## src/rtl/control_sequencer.sv

```systemverilog
// Instruction register and FETCH/EXEC sequencer of the multicycle control unit.
// Holds I, state and status; gates the decoder control word onto the datapath.
module control_sequencer #(
   parameter int unsigned MAX_EXEC = 4,
   parameter int unsigned CNT_W    = 32
) (
   input  logic             clock,
   input  logic             reset,
   input  logic [31:0]      instr_data,
   input  logic             instr_valid,
   output logic             instr_req,
   input  logic [32:0]      cw_in,
   input  logic [4:0]       alu_status,
   output logic [31:0]      I,
   output logic [1:0]       state,
   output logic [4:0]       status,
   output logic [32:0]      cw_out,
   output logic [CNT_W-1:0] retired,
   output logic             fault
);

   localparam int unsigned IW   = 32;
   localparam int unsigned CW_W = 33;
   localparam int unsigned SF_W = 5;
   localparam int unsigned ST_W = 2;

   localparam logic [1:0] PH_IDLE  = 2'd0;
   localparam logic [1:0] PH_FETCH = 2'd1;
   localparam logic [1:0] PH_EXEC  = 2'd2;

   // Inert word: no ALU/bus drive, register selects parked at 31, no writes, PC held.
   localparam logic [CW_W-1:0] SAFE_CW = {1'b0, 1'b0, 5'b11111, 1'b0, 5'd31, 5'd31, 5'd31, 10'd0};

   localparam logic [ST_W-1:0] ECNT_LAST = ST_W'(MAX_EXEC - 1);

   logic [1:0]       r_phase,     w_phase_nxt;
   logic [IW-1:0]    r_ir,        w_ir_nxt;
   logic [ST_W-1:0]  r_state,     w_state_nxt;
   logic [ST_W-1:0]  r_ecnt,      w_ecnt_nxt;
   logic [SF_W-1:0]  r_status,    w_status_nxt;
   logic [CNT_W-1:0] r_retired,   w_retired_nxt;
   logic             r_fault,     w_fault_nxt;
   logic             r_instr_req, w_instr_req_nxt;

   // State register
   always_ff @(posedge clock or negedge reset) begin
      if (!reset) begin
         r_phase     <= PH_IDLE;
         r_ir        <= '0;
         r_state     <= '0;
         r_ecnt      <= '0;
         r_status    <= '0;
         r_retired   <= '0;
         r_fault     <= 1'b0;
         r_instr_req <= 1'b0;
      end else begin
         r_phase     <= w_phase_nxt;
         r_ir        <= w_ir_nxt;
         r_state     <= w_state_nxt;
         r_ecnt      <= w_ecnt_nxt;
         r_status    <= w_status_nxt;
         r_retired   <= w_retired_nxt;
         r_fault     <= w_fault_nxt;
         r_instr_req <= w_instr_req_nxt;
      end
   end

   // Next-state logic
   always_comb begin
      w_phase_nxt   = r_phase;
      w_ir_nxt      = r_ir;
      w_state_nxt   = r_state;
      w_ecnt_nxt    = r_ecnt;
      w_status_nxt  = r_status;
      w_retired_nxt = r_retired;
      w_fault_nxt   = r_fault;

      case (r_phase)
         PH_IDLE: begin
            w_phase_nxt = PH_FETCH;
         end
         PH_FETCH: begin
            if (instr_valid) begin
               w_ir_nxt    = instr_data;
               w_state_nxt = '0;
               w_ecnt_nxt  = '0;
               w_phase_nxt = PH_EXEC;
            end
         end
         PH_EXEC: begin
            if (cw_in[2]) begin
               w_status_nxt = alu_status;
            end
            if (cw_in[1:0] == 2'b00) begin
               w_phase_nxt   = PH_FETCH;
               w_state_nxt   = '0;
               w_retired_nxt = r_retired + CNT_W'(1);
            end else if (r_ecnt == ECNT_LAST) begin
               // Runaway instruction: abandon it without counting it as retired.
               w_phase_nxt = PH_FETCH;
               w_state_nxt = '0;
               w_fault_nxt = 1'b1;
            end else begin
               w_state_nxt = cw_in[1:0];
               w_ecnt_nxt  = r_ecnt + ST_W'(1);
            end
         end
         default: begin
            w_phase_nxt = PH_IDLE;
         end
      endcase

      w_instr_req_nxt = (w_phase_nxt == PH_FETCH);
   end

   assign cw_out    = (r_phase == PH_EXEC) ? cw_in : SAFE_CW;
   assign instr_req = r_instr_req;
   assign I         = r_ir;
   assign state     = r_state;
   assign status    = r_status;
   assign retired   = r_retired;
   assign fault     = r_fault;

endmodule

```

## config.mk

```make
export PLATFORM = sky130hd
export DESIGN_NAME = control_sequencer
export DESIGN_NICKNAME = d
export VERILOG_FILES = /design/src/rtl/control_sequencer.sv
export SDC_FILE = /design/constraint.sdc
export NUM_CORES = 1
export LEC_CHECK = 0
export ABC_AREA = 0
export ABC_CLOCK_PERIOD_IN_PS = 2050
export BUFFER_PORTS_ARGS = -buffer_cell sky130_fd_sc_hd__clkbuf_2
export CORE_MARGIN = 4
export CORE_UTILIZATION = 35
export DETAILED_ROUTE_END_ITERATION = 7
export SYNTH_ARGS = -nofsm -noshare
export SYNTH_HDL_FRONTEND = slang
export SYNTH_SLANG_ARGS = --single-unit
```

## constraint.sdc

```tcl
create_clock -name clock -period 2.05 [get_ports clock]
set_input_delay 0.3075 -clock clock [delete_from_list [all_inputs] [get_ports clock]]
set_output_delay 0.3075 -clock clock [all_outputs]
set_load 0.03 [all_outputs]
```

Word-level counts from Yosys, hierarchy flattened
Index checks and enable logic that the tools add are counted.

storage, ports and cells
  input port bits = 73
  flip-flop bits (word level) = 77
  bits in latches = 0
  memory bits (writable) = 0
  ROM bits = 0
  memories kept = 0

cells by class
  equality and inequality tests = 7
  multiply operators = 0
  div/mod/pow operators = 0
  shift-type cells = 0
  $add $sub $neg = 2
  bitwise logic cells = 1
  reduce and logical (&&, ||, !) cells = 9
  $lt $le $gt $ge = 0
  muxes and demuxes = 12

operators by type and width
  cell                     count
  $mux W33                 1
  $add A32 B1 Y32 const B  1
  $mux W2                  8
  $pmux W2 S2              2
  $reduce_and A2 Y1        4
  $ne A2 B2 Y1 const B     3
  $pmux W2 S3              1
  $eq A2 B1 Y1 const B     2
  $eq A2 B2 Y1 const B     2
  $logic_not A2 Y1         2
  $reduce_and A4 Y1        1
  $reduce_and A3 Y1        1
  $add A2 B1 Y2 const B    1
  $reduce_bool A2 Y1       1
  $not A1 Y1               1

Depth between registers and ports, before layout
Gate-level depths: netlist of run 1.

  depth after elaboration = 5
  depth in mapped cells = 5
  gate-level depth less buffers = 5

Worst setup path before layout of run 1
Ideal clock, no wire load.

  path type = flip-flop to flip-flop
  start = register r_phase[0]
  end = register r_retired[24] (netlist: retired[24])
  path buffers = 0
  stages on the path, launching flop included = 5
  arrival = 1.616 ns
  clock period less this slack = 1.751 ns
  slack = 0.299 ns
  data required time = 1.916 ns
  cell sequence = dfrtp_1 or4b_4 nor4_4 nand4_1 xnor2_1

between the ends
  cells in the longest elaborated chain, start to end = 2

RTL lines
  element                      RTL line  RTL
  start: declaration           36        logic [1:0] r_phase, w_phase_nxt;
  start signal: assignment     57        r_phase <= w_phase_nxt;
  $eq A2 B2 Y1                 78        case (r_phase)
  $reduce_and A2 Y1 (no line)  n/a
  end signal: assignment       62        r_retired <= w_retired_nxt;
  end: declaration             41        logic [CNT_W-1:0] r_retired, w_retired_nxt;

Every way passes these cells.
A chain may end at the register's enable or synchronous reset.

Final worst setup path of run 1
  start = register r_phase[0]
  end = output port cw_out[2]

between the ends
  cells in the longest elaborated chain, start to end = 2

RTL lines
  element           RTL line  RTL
  $eq A2 B2 Y1      116       assign cw_out = (r_phase == PH_EXEC) ? cw_in : SAFE_CW;
  $mux W33          116
  end: declaration  17        output logic [32:0] cw_out,

Every way passes these cells.

==> summary.json, run 1 <==
{
  "synth_cell_types": 32,
  "initial_utilization_pct": 36.5,
  "worst-slew-pin-transition_ns": 0.466,
  "pin_count": 179,
  "synth_cells": 285,
  "dr_total_vias": 2807,
  "remaining_drc_errors": 0,
  "globalplace.congestion": 0.786,
  "dpl.hpwl_um": 6780,
  "clockBufferDepth": 2,
  "synth_compound_area_share_pct": 1.31,
  "routed_vias_inst": 4.62,
  "outcome": "completed",
  "seq_area_frac_synth_pct": 56.0,
  "postSynthRegisterBits": 77,
  "synth-warning-count": 0,
  "synth_adder_area_share_pct": 0.727,
  "critical_path.cell_chain": "buf_4 > nor2b_4 > buf_12 > nand2_2 > inv_1 > clkbuf_2",
  "finalCritPeriodShare_pct": 93.7,
  "synth_xor_xnor_area_share_pct": 7.89,
  "max_cap_violations": 0,
  "clock_tree.root_cell": "sky130_fd_sc_hd__clkbuf_8",
  "dieWidth_um": 107,
  "grt_antenna_before_repair": 0,
  "critPathMaxFanout": 18,
  "grt_total_ovfl": 0,
  "cts_buffer_count": 9,
  "fin_setup_tns_ns": 0,
  "report.final.slew_viol_count": 0,
  "holdCritPathClass": "in2reg",
  "post-route-cell-area_um2": 4780,
  "drt_pass1_iterations": 4,
  "grt_util_all_layers_pct": 15.3,
  "fp.dieArea_um2": 11500,
  "cell_row_count": 35,
  "timing.critical_path.arrival_ns": 1.61,
  "design_power_total_mw": 6.07,
  "post_synth_and_or_nand_nor_area_fraction_pct": 20.2,
  "yosys-mux-area-fraction_pct": 12.1,
  "drt_iter0_drc": 113,
  "crit_family": "buffers and inverters",
  "finalWirelength_um": 9150,
  "syn2layout_area_growth_pct": 39.0,
  "criticalPathCategory": "reg2out",
  "skew_ns": 0.0114,
  "netlist_area_before_placement_um2": 3440,
  "final_period_minus_worst_setup_slack_ns": 1.92,
  "timing.critical_path.slowest_stage_cell": "sky130_fd_sc_hd__dfrtp_1",
  "max_freq_mhz": 521,
  "syn_avg_cell_area_um2": 12.1,
  "total_number_of_h_tree_levels": 3,
  "dieHeight_um": 107,
  "timing.critical_path.from_type": "flip-flop",
  "cts_tree": "yes",
  "wire_length_of_the_first_global_routing_pass_um": 14000,
  "powerDensity_nw_per_um2": 1270,
  "setup_repair_after_global_routing_missed_its_margin": "no",
  "final_common_cell": "sky130_fd_sc_hd__clkbuf_2",
  "portBuffers": 178,
  "slew_headroom_pct": 68.7,
  "grt_max_degree": 78,
  "final_net_count": 549,
  "setup.worst_path.end_class": "output pin",
  "vdd_ir_drop_max_v": 0.000672,
  "core_area_um2": 9420,
  "final_hold_fails": 0,
  "total_leakage_power_nw": 2.47,
  "syn_nets": 360,
  "postLayoutCoreUtil_pct": 50.8,
  "worstSkewPairLatency_ns": 0.34,
  "final-setup-viol-count": 0,
  "critical_path.n_buffers_inverters": 4,
  "diodes": 0,
  "route.detailed.wl_per_inst_um": 15.0,
  "fraction_of_final_layout_cells_with_drive_strength_greater_than_1_pct": 51.4,
  "clock_sinks": 77,
  "largest_family_of_logic_cells_by_synthesized_area": "simple AND/OR/NAND/NOR gates",
  "most-common-layout-cells": "sky130_fd_sc_hd__clkbuf_2, sky130_fd_sc_hd__dfrtp_1, sky130_fd_sc_hd__mux2_2",
  "critPathRequiredTime_ns": 1.74,
  "ant_nets": 0,
  "slowest_delay_ns": 0.39,
  "clkTransAtPathRegs_ns": 0.08,
  "number_of_global_route_vias_before_repair": 2816,
  "dpl_cell_area_um2": 4540
}
Yosys cell counts, drive strengths merged:
| cell | count | share of area (%) |
|---|---|---|
| clkbuf | 6 | 0.65 |
| a21o | 1 | 0.22 |
| nand2b | 20 | 3.6 |
| dfrtp | 77 | 56 |
| nand3 | 10 | 1.5 |
| xnor2 | 13 | 3.3 |
| and4 | 5 | 1.3 |
| ha | 2 | 0.73 |
| nor4b | 1 | 0.69 |
| nand4 | 10 | 1.8 |
| or2b | 1 | 0.22 |
| nor4 | 5 | 1.5 |
| or4b | 1 | 0.40 |
| buf | 3 | 0.44 |
| nand2 | 20 | 2.2 |
| and3 | 5 | 0.91 |
| or3 | 1 | 0.18 |
| xor2 | 18 | 4.6 |
| nor2b | 1 | 0.18 |
| inv | 6 | 0.65 |
| nor3 | 9 | 1.3 |
| and2 | 14 | 2.6 |
| nor3b | 1 | 0.22 |
| mux2 | 37 | 12 |
| a21boi | 2 | 0.44 |
| nor2 | 9 | 0.98 |
| o22ai | 2 | 0.36 |
| nand3b | 3 | 0.65 |
| o21ai | 2 | 0.29 |
state kept, by name, indices dropped and copies added, names as in the netlist:
register	flops
I	32
retired	32
status	5
r_ecnt	2
r_phase	2
state	2
fault	1
instr_req	1
per-stage QoR:
step	instances	hold slack, ns	setup slack (ns)
after floorplan	285	0.0119	0.299
after global placement	589	0.364	0.125
after detailed placement	589	0.367	0.0689
after CTS	606	0.162	0.0652
after global routing	608	0.163	0.0198
final	608	0.186	0.129
repair_timing:
action | in CTS | in global routing
pin swaps | 0 | 1
buffers inserted | 0 | 1
resized for setup | 1 | 1
endpoints found under the setup margin | 1 | 2
gates cloned | 0 | 1
endpoints found under the hold margin | 64 | 0
hold buffers | 1 | 0
metal layers:
metal	up-vias	routed length, µm	GRT usage, %
li1	1357	-	-
met1	1332	3720	18.3
met2	98	4630	25.9
met3	20	540	3.79
met4	0	252	6.94
met5	-	0	0
path summary, 6_finish.rpt:
path                                            from                       to  slack (ns)  cells past startpoint
worst max-delay path            r_phase[0]$_DFF_PN0_                cw_out[2]        0.13                      6
worst min-delay path                     instr_valid     r_phase[0]$_DFF_PN0_        0.19                      2
worst max register to register  r_phase[1]$_DFF_PN0_  retired[30]$_DFFE_PN0P_        0.25                      4
worst min register to register     fault$_DFFE_PN0P_        fault$_DFFE_PN0P_        0.47                      1
max in group asynchronous                      reset        I[16]$_DFFE_PN0P_        1.21                      3
min in group asynchronous                      reset  retired[19]$_DFFE_PN0P_        0.53                      3
worst reg2reg max path, delay by kind of cell (launching register included):
| family | cells | cell delay, ns |
|---|---|---|
| AND/OR/NAND/NOR | 3 | 1.09 |
| flip-flops | 1 | 0.44 |
| XOR/XNOR | 1 | 0.16 |
area by class of cell:
cell class                      instances  area, µm²
Fill cell                             876       4630
Sequential cell                        77       1930
Multi-Input combinational cell        193       1460
Timing Repair Buffer                  187       1030
Tap cell                              129        161
Clock buffer                           10        138
Clock inverter                          6       38.8
Inverter                                6       22.5
where the power goes:
| group | leakage, nW | internal, mW | switching (mW) |
|---|---|---|---|
| Sequential | 0.966 | 1.98 | 0.254 |
| Combinational | 1.42 | 1.01 | 1.80 |
| Clock | 0.0880 | 0.468 | 0.560 |
| Total | 2.47 | 3.46 | 2.61 |
logic make-up after synthesis:
family | count (synthesis)
adder cells (fa/ha/maj) | 2
multiplexers | 37
AO/OA/AOI/OAI | 7
buffers and inverters | 15
XOR/XNOR | 31
AND/OR/NAND/NOR | 116
flip-flops | 77
No activity file was read; power rests on OpenSTA's default activity.
==> inputs of run 2 (changes only) <==
--- a/config.mk
+++ b/config.mk
@@ -11,6 +11,7 @@
 export CORE_MARGIN = 4
 export CORE_UTILIZATION = 35
 export DETAILED_ROUTE_END_ITERATION = 7
+export RECOVER_POWER = 100
 export SYNTH_ARGS = -nofsm -noshare
 export SYNTH_HDL_FRONTEND = slang
 export SYNTH_SLANG_ARGS = --single-unit
==> summary.json, run 2 (synthesized netlist as in run 1, its figures left out) <==
{
  "final_hold_fails": {"value": 0, "change": "unchanged"},
  "grt_antenna_before_repair": {"value": 0, "change": "unchanged"},
  "final_period_minus_worst_setup_slack": {"value": 1.92, "unit": "ns", "change": "-0.00243 ns"},
  "ant_nets": {"value": 0, "change": "unchanged"},
  "critical_path.n_buffers_inverters": {"value": 4, "change": "unchanged"},
  "timing.critical_path.arrival": {"value": 1.61, "unit": "ns", "change": "about the same"},
  "cts_tree": "yes",
  "dieWidth": {"value": 107, "unit": "µm", "change": "unchanged"},
  "critical_path.cell_chain": "buf_4 > nor2b_4 > buf_12 > nand2_2 > inv_1 > clkbuf_2",
  "cell_row_count": {"value": 35, "change": "unchanged"},
  "power.net_switching": {"value": 2.62, "unit": "mW", "change": "+0.16%"},
  "finalWirelength": {"value": 9190, "unit": "µm", "change": "+0.54%"},
  "core_area": {"value": 9420, "unit": "µm²", "change": "unchanged"},
  "holdCritPathClass": "in2reg",
  "remaining_drc_errors": {"value": 0, "change": "unchanged"},
  "slowest_delay": {"value": 0.39, "unit": "ns", "change": "about the same"},
  "portBuffers": {"value": 178, "change": "unchanged"},
  "slew_headroom": {"value": 31.0, "unit": "%", "change": "-38 points"},
  "globalplace.congestion": {"value": 0.786, "change": "unchanged"},
  "grt_util_all_layers": {"value": 15.3, "unit": "%", "change": "unchanged"},
  "max_freq": {"value": 521, "unit": "MHz", "change": "+0.13%"},
  "clkTransAtPathRegs": {"value": 0.08, "unit": "ns", "change": "about the same"},
  "final-setup-viol-count": {"value": 0, "change": "unchanged"},
  "timing.critical_path.from_type": "flip-flop",
  "fp.dieArea": {"value": 11500, "unit": "µm²", "change": "unchanged"},
  "skew": {"value": 0.0132, "unit": "ns", "change": "+0.00180 ns"},
  "critPathRequiredTime": {"value": 1.74, "unit": "ns", "change": "about the same"},
  "drt_iter0_drc": {"value": 95, "change": "-16%"},
  "timing.critical_path.slowest_stage_cell": "sky130_fd_sc_hd__dfrtp_1",
  "max_cap_violations": {"value": 0, "change": "unchanged"},
  "dieHeight": {"value": 107, "unit": "µm", "change": "unchanged"},
  "number_of_global_route_vias_before_repair": {"value": 2816, "change": "unchanged"},
  "seqPwrFrac": {"value": 37.6, "unit": "%", "change": "+0.8 points"},
  "cts_buffer_count": {"value": 9, "change": "unchanged"},
  "initial_utilization": {"value": 36.5, "unit": "%", "change": "unchanged"},
  "report.final.slew_viol_count": {"value": 0, "change": "unchanged"},
  "setup_repair_after_global_routing_missed_its_margin": "no",
  "share_comb_of_total_power": {"value": 45.1, "unit": "%", "change": "-1.2 points"},
  "routed_vias_inst": {"value": 4.63, "change": "+0.29%"},
  "crit_family": "buffers and inverters",
  "drt_pass1_iterations": {"value": 4, "change": "unchanged"},
  "total_leakage_power": {"value": 2.22, "unit": "nW", "change": "-10%"},
  "finalCritPeriodShare": {"value": 93.6, "unit": "%", "change": "-0.12 points"},
  "critPathMaxFanout": {"value": 18, "change": "unchanged"},
  "postLayoutCoreUtil": {"value": 49.4, "unit": "%", "change": "-1.4 points"},
  "criticalPathCategory": "reg2out",
  "power.internal": {"value": 3.32, "unit": "mW", "change": "-3.9%"},
  "most-common-layout-cells": "sky130_fd_sc_hd__clkbuf_2, sky130_fd_sc_hd__dfrtp_1, sky130_fd_sc_hd__clkbuf_1",
  "vdd_ir_drop_max": {"value": 0.000652, "unit": "V", "change": "-3.0%"},
  "syn2layout_area_growth_pct": 35.1,
  "powerDensity": {"value": 1280, "unit": "nW/µm²", "change": "+0.70%"},
  "setup.worst_path.end_class": "output pin",
  "postLayoutSetupSlackWorst": {"value": 0.131, "unit": "ns", "change": "+0.00243 ns"},
  "fraction_of_final_layout_cells_with_drive_strength_greater_than_1": {"value": 35.1, "unit": "%", "change": "-16 points"},
  "fin_setup_tns": {"value": 0, "unit": "ns", "change": "unchanged"},
  "total_number_of_h_tree_levels": {"value": 3, "change": "unchanged"},
  "final_net_count": {"value": 549, "change": "unchanged"},
  "dr_total_vias": {"value": 2815, "change": "+0.29%"},
  "switching_share_of_power": {"value": 44.0, "unit": "%", "change": "+1.0 points"},
  "clock_sinks": {"value": 77, "change": "unchanged"},
  "worst-slew-pin-transition": {"value": 1.03, "unit": "ns", "change": "+0.569 ns"},
  "p_clk_share": {"value": 17.3, "unit": "%", "change": "+0.4 points"},
  "clockBufferDepth": {"value": 2, "change": "unchanged"},
  "detailedPlace.worstSlack": {"value": 0.0689, "unit": "ns", "change": "unchanged"},
  "outcome": "completed",
  "final_common_cell": "sky130_fd_sc_hd__clkbuf_2",
  "diodes": {"value": 0, "change": "unchanged"},
  "pin_count": {"value": 179, "change": "unchanged"},
  "clock_tree.root_cell": "sky130_fd_sc_hd__clkbuf_8",
  "worstSkewPairLatency": {"value": 0.34, "unit": "ns", "change": "about the same"},
  "route.detailed.wl_per_inst": {"value": 15.1, "unit": "µm", "change": "+0.54%"},
  "dpl.hpwl": {"value": 6780, "unit": "µm", "change": "unchanged"},
  "wire_length_of_the_first_global_routing_pass": {"value": 14000, "unit": "µm", "change": "unchanged"},
  "grt_total_ovfl": {"value": 0, "change": "unchanged"},
  "grt_max_degree": {"value": 78, "change": "unchanged"}
}
## run 2: changes by cell type in the layout (fill, tap and decap cells not counted)
cell,delta
sky130_fd_sc_hd__clkbuf_1,+77
sky130_fd_sc_hd__buf_12,-2
sky130_fd_sc_hd__nor4_1,+1
sky130_fd_sc_hd__and2_1,-3
sky130_fd_sc_hd__clkbuf_2,-74
sky130_fd_sc_hd__nor4_2,-1
sky130_fd_sc_hd__buf_4,-3
sky130_fd_sc_hd__clkbuf_4,+2
sky130_fd_sc_hd__and2_0,+3
## run 2: metal layers
| metal | vias to the layer above | share of wire, % | track usage, % | wire (µm) |
|---|---|---|---|---|
| li1 | 1355 | - | - | - |
| met1 | 1352 | 40 | 18.3 | 3710 |
| met2 | 93 | 51 | 25.9 | 4730 |
| met3 | 15 | 6.1 | 3.79 | 557 |
| met4 | 0 | 2.2 | 6.94 | 199 |
| met5 | - | 0 | 0 | 0 |
## run 2: path summary, 6_finish.rpt
| kind | startpoint | to | slack (ns) | cells past startpoint |
|---|---|---|---|---|
| max reg2reg | r_phase[0]$_DFF_PN0_ | I[11]$_DFFE_PN0P_ | 0.17 | 4 |
| max | r_phase[0]$_DFF_PN0_ | cw_out[2] | 0.13 | 6 |
| min reg2reg | fault$_DFFE_PN0P_ | fault$_DFFE_PN0P_ | 0.47 | 1 |
| min | instr_valid | r_phase[0]$_DFF_PN0_ | 0.19 | 2 |
| max in group asynchronous | reset | I[18]$_DFFE_PN0P_ | 0.58 | 3 |
| min in group asynchronous | reset | retired[12]$_DFFE_PN0P_ | 0.82 | 3 |
## run 2: timing repair
item                                    CTS  global route
endpoints found under the hold margin    64             0
endpoints found under the setup margin    1             2
hold buffers                              1             0
cloned                                    0             1
pin swaps                                 0             1
setup buffers                             0             1
resized for setup                         1             1
## run 2: worst reg2reg max path: cells and delay by family (launching register included)
| family | cells | cell delay [ns] |
|---|---|---|
| AND/OR/NAND/NOR | 1 | 0.08 |
| flip-flops | 1 | 0.39 |
| multiplexers | 1 | 0.43 |
| buffers and inverters | 2 | 0.86 |
## run 2: power by group through the flow
stage / logic (mW) / registers, mW / clock network, mW
2_1_floorplan: 0.984 / 3.12 / 0
3_3_place_gp: 2.74 / 2.24 / 0
3_5_place_dp: 2.77 / 2.26 / 0
4_1_cts: 2.78 / 2.24 / 1.07
5_1_grt: 2.85 / 2.29 / 1.14
6_report: 2.68 / 2.23 / 1.03
## run 2: cell type report
class | count | area (µm²)
clock inverters | 6 | 38.8
repair buffers | 187 | 902
flip-flops and latches | 77 | 1930
fillers | 928 | 4770
clock buffers | 10 | 138
well taps | 129 | 161
inverters | 6 | 22.5
multi-input cells | 193 | 1460
## run 2: through the flow
| step | cell area, µm² | std cells | power [mW] | hold WS (ns) |
|---|---|---|---|---|
| finish | 4650 | 608 | 5.94 | 0.187 |
| CTS | 4730 | 606 | 6.09 | 0.162 |
| global placement | 4540 | 589 | 4.98 | 0.364 |
| global route | 4650 | 608 | 6.29 | 0.163 |
| detailed placement | 4540 | 589 | 5.04 | 0.367 |
| floorplan | 3440 | 285 | 4.10 | 0.0119 |
